[src/rtl/pipe_hazard_ctrl.sv]
// rtl/pipe_hazard_ctrl.sv - stall/bubble/flush control for the five-stage MIPS pipeline
// Optional stall counter output enabled by PIPE_HAZARD_CTRL_STALL_CNT_EN.
module pipe_hazard_ctrl #(
  parameter int          MULT_CYC   = 5,
  parameter int          DIV_CYC    = 10,
  parameter logic [31:0] HANDLER_PC = 32'h0000_4180
) (
  input  logic        clk,
  input  logic        reset,
  input  logic [4:0]  id_rs,
  input  logic [4:0]  id_rt,
  input  logic [1:0]  id_tuse_rs,
  input  logic [1:0]  id_tuse_rt,
  input  logic        id_is_md,
  input  logic [4:0]  ex_dst,
  input  logic [4:0]  mem_dst,
  input  logic [2:0]  ex_tnew,
  input  logic [2:0]  mem_tnew,
  input  logic        ex_md_start,
  input  logic        ex_md_is_div,
  input  logic        exc_req,
  input  logic        eret_req,
  output logic        stall,
  output logic        clear_idex,
  output logic        clear_all,
  output logic [1:0]  redirect_sel,
  output logic        md_busy
`ifdef PIPE_HAZARD_CTRL_STALL_CNT_EN
  ,
  output logic [31:0] stall_cnt
`endif
);

  // The busy counter is 4 bits wide and the vector must be word aligned.
  if (MULT_CYC < 0 || MULT_CYC > 15 || DIV_CYC < 0 || DIV_CYC > 15) begin : g_bad_cyc
    $error("pipe_hazard_ctrl: MULT_CYC/DIV_CYC must be in 0..15");
  end
  if (HANDLER_PC[1:0] != 2'b00) begin : g_bad_vec
    $error("pipe_hazard_ctrl: HANDLER_PC must be word aligned");
  end

  localparam logic [3:0] MULT_LD = 4'(MULT_CYC);
  localparam logic [3:0] DIV_LD  = 4'(DIV_CYC);

  typedef enum logic {RUN, FLUSH} state_t;

  state_t     state, state_nxt;
  logic [1:0] sel_q, sel_nxt;
  logic [3:0] cnt_q, cnt_nxt;
  logic       rs_hz, rt_hz, md_hz, raw, flush_req;

  function automatic logic src_hazard(input logic [4:0] src, input logic [1:0] tuse,
                                      input logic [4:0] e_dst, input logic [2:0] e_tnew,
                                      input logic [4:0] m_dst, input logic [2:0] m_tnew);
    logic [2:0] t;
    t = {1'b0, tuse};
    return (src != 5'd0) && (tuse != 2'd3) &&
           (((src == e_dst) && (t < e_tnew)) || ((src == m_dst) && (t < m_tnew)));
  endfunction

  assign rs_hz     = src_hazard(id_rs, id_tuse_rs, ex_dst, ex_tnew, mem_dst, mem_tnew);
  assign rt_hz     = src_hazard(id_rt, id_tuse_rt, ex_dst, ex_tnew, mem_dst, mem_tnew);
  assign md_busy   = (cnt_q != 4'd0);
  assign md_hz     = id_is_md && (md_busy || ex_md_start);
  assign raw       = rs_hz || rt_hz || md_hz;
  assign flush_req = exc_req || eret_req;

  always_comb begin
    state_nxt    = state;
    sel_nxt      = sel_q;
    cnt_nxt      = cnt_q;
    stall        = 1'b0;
    clear_idex   = 1'b0;
    clear_all    = 1'b0;
    redirect_sel = 2'd0;
    case (state)
      RUN: begin
        stall      = raw;
        clear_idex = raw;
        if (ex_md_start && !md_busy)
          cnt_nxt = ex_md_is_div ? DIV_LD : MULT_LD;
        else if (md_busy)
          cnt_nxt = cnt_q - 4'd1;
      end
      FLUSH: begin
        clear_all    = 1'b1;
        redirect_sel = sel_q;
        cnt_nxt      = 4'd0;
        state_nxt    = RUN;
      end
      default: state_nxt = RUN;
    endcase
    // A new request re-enters (or stays in) FLUSH; exception beats eret.
    if (flush_req) begin
      state_nxt = FLUSH;
      sel_nxt   = exc_req ? 2'd1 : 2'd2;
      cnt_nxt   = 4'd0;
    end
  end

  always_ff @(posedge clk) begin
    if (reset) begin
      state <= RUN;
      sel_q <= 2'd0;
      cnt_q <= 4'd0;
    end else begin
      state <= state_nxt;
      sel_q <= sel_nxt;
      cnt_q <= cnt_nxt;
    end
  end

`ifdef PIPE_HAZARD_CTRL_STALL_CNT_EN
  always_ff @(posedge clk) begin
    if (reset)
      stall_cnt <= 32'd0;
    else if (stall && stall_cnt != 32'hFFFF_FFFF)
      stall_cnt <= stall_cnt + 32'd1;
  end
`endif

endmodule
[config.mk]
export PLATFORM = sky130hd
export DESIGN_NAME = pipe_hazard_ctrl
export DESIGN_NICKNAME = d
export VERILOG_FILES = /design/src/rtl/pipe_hazard_ctrl.sv
export SDC_FILE = /design/constraint.sdc
export NUM_CORES = 1
export LEC_CHECK = 0
export ABC_AREA = 1
export CORE_MARGIN = 1.5
export CORE_UTILIZATION = 45
export CTS_BUF_LIST = sky130_fd_sc_hd__clkbuf_8
export CTS_CLUSTER_SIZE = 24
export DETAILED_ROUTE_END_ITERATION = 12
export PLACE_DENSITY = 0.95
export SLEW_MARGIN = 20
export SYNTH_ARGS = -nofsm -noshare
export SYNTH_HDL_FRONTEND = slang
export SYNTH_SLANG_ARGS = --single-unit
[constraint.sdc]
create_clock -name clk -period 4.5 [get_ports clk]
set_clock_uncertainty 0.1 [all_clocks]
set_input_delay 1.125 -clock clk [delete_from_list [all_inputs] [get_ports clk]]
set_output_delay 1.125 -clock clk [all_outputs]
set_load 0.01 [all_outputs]
==> results by group <==
Synth
  – Syn_nets: 195
  – Synth cell types: 26
  – Synth area leaders: nand2_1 18%, dfxtp_1 15%, inv_1 9.1%
  – Yosys reg bits: 7
  – Synth warn: 0
  – Syn Inst Count: 153
  – Syn Area/Cell: 5.95 sq um
  – Top FF cell, synth: dfxtp_1
  – Mapped cell area: roughly 900 sq um
  – Most common cell in the netlist: nand2_1
  – Commonest cells post-synth: 43 x nand2_1, 22 x inv_1, 14 x nor2_1, 11 x nand3_1, 9 x inv_2
  – Post-synth EDFFs: 0
  – Largest area contributor in the netlist: nand2_1
  – FFs w/ async S/R, synth: 0%
  – Post-synth top area share: 17.7%
  – Sequential fraction of the synthesis area: between 15 and 20%

Cells and area
  – Share of post-route cells with drive strength above 1: 11.6%
  – Antenna fix cells: 0
  – Area Growth Syn to Fin: 54.3%
  – # nets final: 241
  – Post-layout util: 72.3%
  – Design Area, Final: 1400 sq um

GRT
  – First-pass GRT wire length: 3260 microns
  – Overall routing resource usage: between 15 and 20%
  – Grt total ovfl: 0
  – Vias in the first global route: 877
  – Antenna violations before repair: 0
  – Pin count of the biggest net entering global routing: 6

Critical path
  – Worst Path Arrival: 3.07 ns
  – Worst Path Max Fanout: 3
  – Crit path launch: id_tuse_rs[1]
  – Worst reg-to-reg setup slack: between 2 and 3 ns
  – RR Endpoint: cnt_q[1]
  – Critical path required time: about 3.3 ns
  – CP Capture Type: output pin
  – Startpoint Class: input port
  – Kind of critical path: in2out
  – Worst Reg-to-Reg Cells: 8
  – Worst R2R Start: cnt_q[0]
  – Setup crit end: stall

Place
  – Port Buffers: 42
  – Dpl cell area: 1360 sq um
  – Setup WS pre-CTS: 0.180 ns
  – Gpl congestion: 0.880
  – Dpl hpwl: 2030 microns

Routing
  – 1st-iter DRT viols: 22
  – Routed WL: about 2300 microns
  – Vias per inst: 4.79
  – Post-route ant nets: 0
  – DR pass1 iterations: 4
  – Vias post-DR: 1077
  – Number of remaining DRC errors: 0
  – Avg WL per Cell: 10.3 microns

Hold path
  – Hold Path Depth: 2
  – Min-Delay Path Class: reg2reg

Pwr
  – Cell leakage power: 0.000703 uW
  – Sw Pwr: 78.2 uW
  – Sw Share: 29.9%
  – Gate power share: 41.7%
  – Power Dens Cells: 186 nW/um^2
  – Flop pwr share: roughly 26%
  – Power share of the clock group: between 30 and 40%
  – Pint: 183 uW
  – Worst vdd ir: around 0.00026 V

Floorplan
  – Core Area: 1940 sq um
  – Rows: 16
  – Die Area: 2300 sq um
  – Chip Width: between 40 and 50 microns
  – Ports: 43
  – Die height: 48.0 microns
  – Initial Util: between 40% and 50%

Clock network
  – H-Tree Depth: 1
  – CTS tree: done
  – Skew-Pair Late Insertion Delay: 0.23 ns
  – Post-CTS Hold Buffers: 0
  – Cts bufs inserted: 3
  – Clock-pin transition on the worst setup and hold timing paths: 0.04 ns
  – Max Root-Sink Buffers: 2
  – Clock root buffer: clkbuf_8
  – Sink Count: 7

Timing
  – Hold slack: 0.363 ns
  – Final period util: 95.4%
  – FMAX: 233 MHz
  – Tmin final: 4.29 ns
  – Slack of the critical path: a little over 0.2 ns
  – Final hold violation count: 0
  – Unrepaired setup endpoints after global routing: no
  – Slew Viols, Final: 0
  – Worst Tran Pin Value: 0.246 ns
  – Rel. slew slack: 83.6%
  – Post-Route Setup TNS: 0 ns
  – Final setup viols: 0

Status
  – Run status: finished clean

Run
  – Max-cap violations: 0
-- worst min path at each step --
stage                     slack [ns]  startpoint       end
final                           0.36    sel_q[0]  sel_q[0]
after global routing            0.39    cnt_q[0]  cnt_q[0]
after CTS                       0.36    sel_q[0]  sel_q[0]
after detailed placement        0.36    sel_q[0]  sel_q[0]
after global placement          0.35    sel_q[0]  sel_q[0]
after floorplan                 0.33    sel_q[0]  sel_q[0]
-- power by group through the flow --
stage	Combinational (uW)	Clock, uW	Sequential, uW
2_1_floorplan	53.9	0	68.0
3_3_place_gp	105	0	68.1
3_5_place_dp	109	0	68.2
4_1_cts	110	86.2	67.2
5_1_grt	120	92.2	67.3
6_report	109	85.0	67.2
-- routing by layer --
metal,share of wire (%),track usage (%)
met5,0,0
met4,0,0
met3,6.4,4.53
met2,53,39.5
met1,40,22.2
-- cell families after synthesis --
family | synth area share (%)
DFF | 15.4
adders and majority gates | 6.88
buffers and inverters | 14.7
AOI/OAI and AO/OA | 10.5
and+or+nand+nor | 39.1
xor gates and xnor gates | 13.5
-- state kept, by name, summed over array words and instances (netlist names) --
| signal | cells |
|---|---|
| cnt_q | 4 |
| sel_q | 2 |
| state | 1 |
-- layout by cell type, fill, tap and decap left out --
cell and n:
a21boi_0 1, a21oi_1 6, a21oi_2 1, a31oi_1 1
clkbuf_8 3, clkdlybuf4s50_1 41, clkinv_1 1, dfxtp_1 7
dlymetal6s2s_1 1, ha_1 5, inv_1 23, inv_2 9
inv_4 1, nand2_1 43, nand2_2 3, nand3_1 11
nand3_4 1, nor2_1 14, nor2_2 1, nor2_4 1
nor3_2 2, o2111ai_1 1, o211a_1 1, o21ai_0 3
o21ai_2 1, or2_1 2, xnor2_1 6, xor2_1 8
-- timing repair --
action / CTS / global route
endpoints found under the setup margin: 0 / 2
setup buffers: 0 / 0
gates resized for setup: 0 / 1
-- worst max-delay path: stages --
cell             delay (ns)
clkdlybuf4s50_1        0.47
ha_1                   0.32
a21boi_0               0.12
o21ai_0                0.14
nand3_1                0.09
nand2_1                0.06
nand2_1                0.05
nand3_1                0.06
nand2_1                0.05
inv_1                  0.06
clkdlybuf4s50_1        0.53
-- area by class of cell --
type / count / area, sq um
Clock inverter: 1 / 3.75
Clock buffer: 3 / 41.3
Tap cell: 27 / 33.8
Timing Repair Buffer: 42 / 423
Sequential cell: 7 / 140
Multi-Input combinational cell: 112 / 636
Fill cell: 160 / 538
Inverter: 33 / 126
-- stage by stage --
step,cells,total power [uW]
after detailed placement,221,177
after global placement,221,173
after global routing,225,279
final,225,261
after floorplan,153,122
after CTS,225,263
No activity file was read; power rests on OpenSTA's default activity.
==> variant, RTL diff (same flow settings) <==
Build with the macro `PIPE_HAZARD_CTRL_STALL_CNT_EN` defined.
--- a/src/rtl/pipe_hazard_ctrl.sv
+++ b/src/rtl/pipe_hazard_ctrl.sv
@@ -1,4 +1,6 @@
 // rtl/pipe_hazard_ctrl.sv - stall/bubble/flush control for the five-stage MIPS pipeline
 // Optional stall counter output enabled by PIPE_HAZARD_CTRL_STALL_CNT_EN.
+`define PIPE_HAZARD_CTRL_STALL_CNT_EN
+
 module pipe_hazard_ctrl #(
   parameter int          MULT_CYC   = 5,
Behaviour (old outputs only; new: stall_cnt): unchanged (Yosys induction, for registers that start in step).
==> variant against the original RTL <==
Sequential cell count is 32 higher; final cell count grew to 3.2 times the old value; routed wire length grew to 3.6 times the old value; power grew to 3.2 times the old value; setup slack worse by 0.047 ns; global-route usage is 2.8 points higher; final area grew to 2.9 times the old value; area after synthesis grew to 3.6 times the old value; critical endpoint is now clear_idex; largest power group is now sequential cells.
==> variant: results (changes against the original RTL) <==
| Metric | Value |
|---|---|
| Cell-internal power | `0.585 mW (+220%)` |
| Top post-synthesis cells by count | `nand2_1, inv_1, nor2_1` |
| Critical Path Slowest Stage Cell | `clkdlybuf4s50_1` |
| Final cell count without fillers | `715 (+220%)` |
| Seq/Total Area, Yosys | `24.1% (+8.7 points)` |
| Top cells by area, synth | `dfxtp_1, nand2_1, inv_1` |
| Ys async rst share | `0% (unchanged)` |
| Initial DRC count | `214 (+870%)` |
| Post-synth cell types | `37 (+42%)` |
| Maximum clock path buffer count | `2 (unchanged)` |
| Status | `complete, no violations` |
| H-Tree Depth | `2 (+1)` |
| Worst Max-Slew Pin Slew | `0.542 ns (+0.296 ns)` |
| Syn Area/Cell | `5.89 µm² (-0.87%)` |
| Largest net degree at the start of global routing | `53 (+47)` |
| WL final | `8300 µm (+260%)` |
| # nets final | `661 (+170%)` |
| Vias in the first global route | `3436 (+290%)` |
| VDD IR max | `0.117 mV (-56%)` |
| GRT Resource Usage Total | `22.5% (+2.8 points)` |
| Antenna cells | `0 (unchanged)` |
| Worst-Skew Late Latency | `0.30 ns (+0.07 ns)` |
| Crit Path Max Fanout | `2 (-1)` |
| Port bufs | `74 (+76%)` |
| Crit path DAT | `3.11 ns (+0.04 ns)` |
| Delay-heaviest family, CP | `buffers and inverters` |
| HP Class | `flip-flop to flip-flop` |
| Post-placement cell count | `707 (+220%)` |
| Initial antenna violation count | `0 (unchanged)` |
| DP Area | `4040 µm² (+200%)` |
| Leakage | `1.99 nW (+180%)` |
| Biggest regs | `stall_cnt x32, cnt_q x4, sel_q x2` |
| Post-CTS sizing | `0 (unchanged)` |
| First-pass GRT wire length | `14200 µm (+330%)` |
| RD Place Congestion | `0.892 (+1.4%)` |
| CTS buffer count | `5 (+2)` |
| Syn_nets | `592 (+200%)` |
| Clk root buf | `clkbuf_8` |
| Share of post-route cells with drive strength above 1 | `7.59% (-4.0 points)` |
| Post-CTS setup buffer count | `0 (unchanged)` |
| DRT Pass-1 Iters | `5 (+1)` |
| CP peak stage delay | `0.53 ns (about the same)` |
| Detailed Place HPWL | `6260 µm (+210%)` |
| Place WS | `0.101 ns (-0.0791 ns)` |
| Clock-pin slew on the worst setup and hold paths | `0.07 ns (+0.03 ns)` |
| Prevailing post-synth register cell | `dfxtp_1` |
| DR vias/cell | `5.07 (+5.9%)` |
==> variant: final timing paths <==
path                              startpoint            end  slack, ns  cells after the start
worst max-delay path              ex_tnew[1]     clear_idex       0.16                     12
worst min-delay path                sel_q[0]       sel_q[0]       0.38                      2
worst max register to register  stall_cnt[0]  stall_cnt[25]       2.23                     12
worst min register to register      sel_q[0]       sel_q[0]       0.38                      2
==> variant: power by group through the flow <==
stage / Combinational (mW) / Sequential, mW / Clock [mW]
CTS: 0.196 / 0.371 / 0.267
global route: 0.217 / 0.373 / 0.281
global placement: 0.187 / 0.378 / 0
floorplan: 0.109 / 0.380 / 0
finish: 0.197 / 0.371 / 0.266
detailed placement: 0.195 / 0.379 / 0
==> variant: through the flow <==
| step | hold slack (ns) | utilization [%] |
|---|---|---|
| floorplan | 0.339 | - |
| global placement | 0.352 | 58.8 |
| detailed placement | 0.374 | 58.8 |
| CTS | 0.385 | 60.2 |
| global route | 0.417 | 60.2 |
| finish | 0.380 | 60.2 |
==> variant: per-layer routing <==
metal	share of wire [%]	wire, µm	GRT usage, %
met5	0	0	0
met4	1.8	146	8.66
met3	5.4	450	4.43
met2	52	4280	43.0
met1	41	3420	24.2
==> variant: final cells by class <==
class	count	area [µm²]
clock buffers	7	96.3
repair buffers	78	771
fillers	605	2730
well taps	96	120
inverters	115	432
clock inverters	1	3.75
flip-flops and latches	39	781
multi-input cells	379	1930
==> variant: tightest hold or removal path: stages, from the launching register on <==
cell,delay (ns)
dfxtp_1,0.32
nand2_1,0.06
a21oi_1,0.05
==> variant: logic make-up after synthesis <==
logic type | Yosys count | synth area share (%)
AO/OA/AOI/OAI | 20 | 3.64
flip-flops | 39 | 24.1
AND/OR/NAND/NOR | 332 | 48.1
XOR/XNOR | 21 | 5.68
buffers and inverters | 131 | 16.1
adder cells (fa/ha/maj) | 6 | 2.32
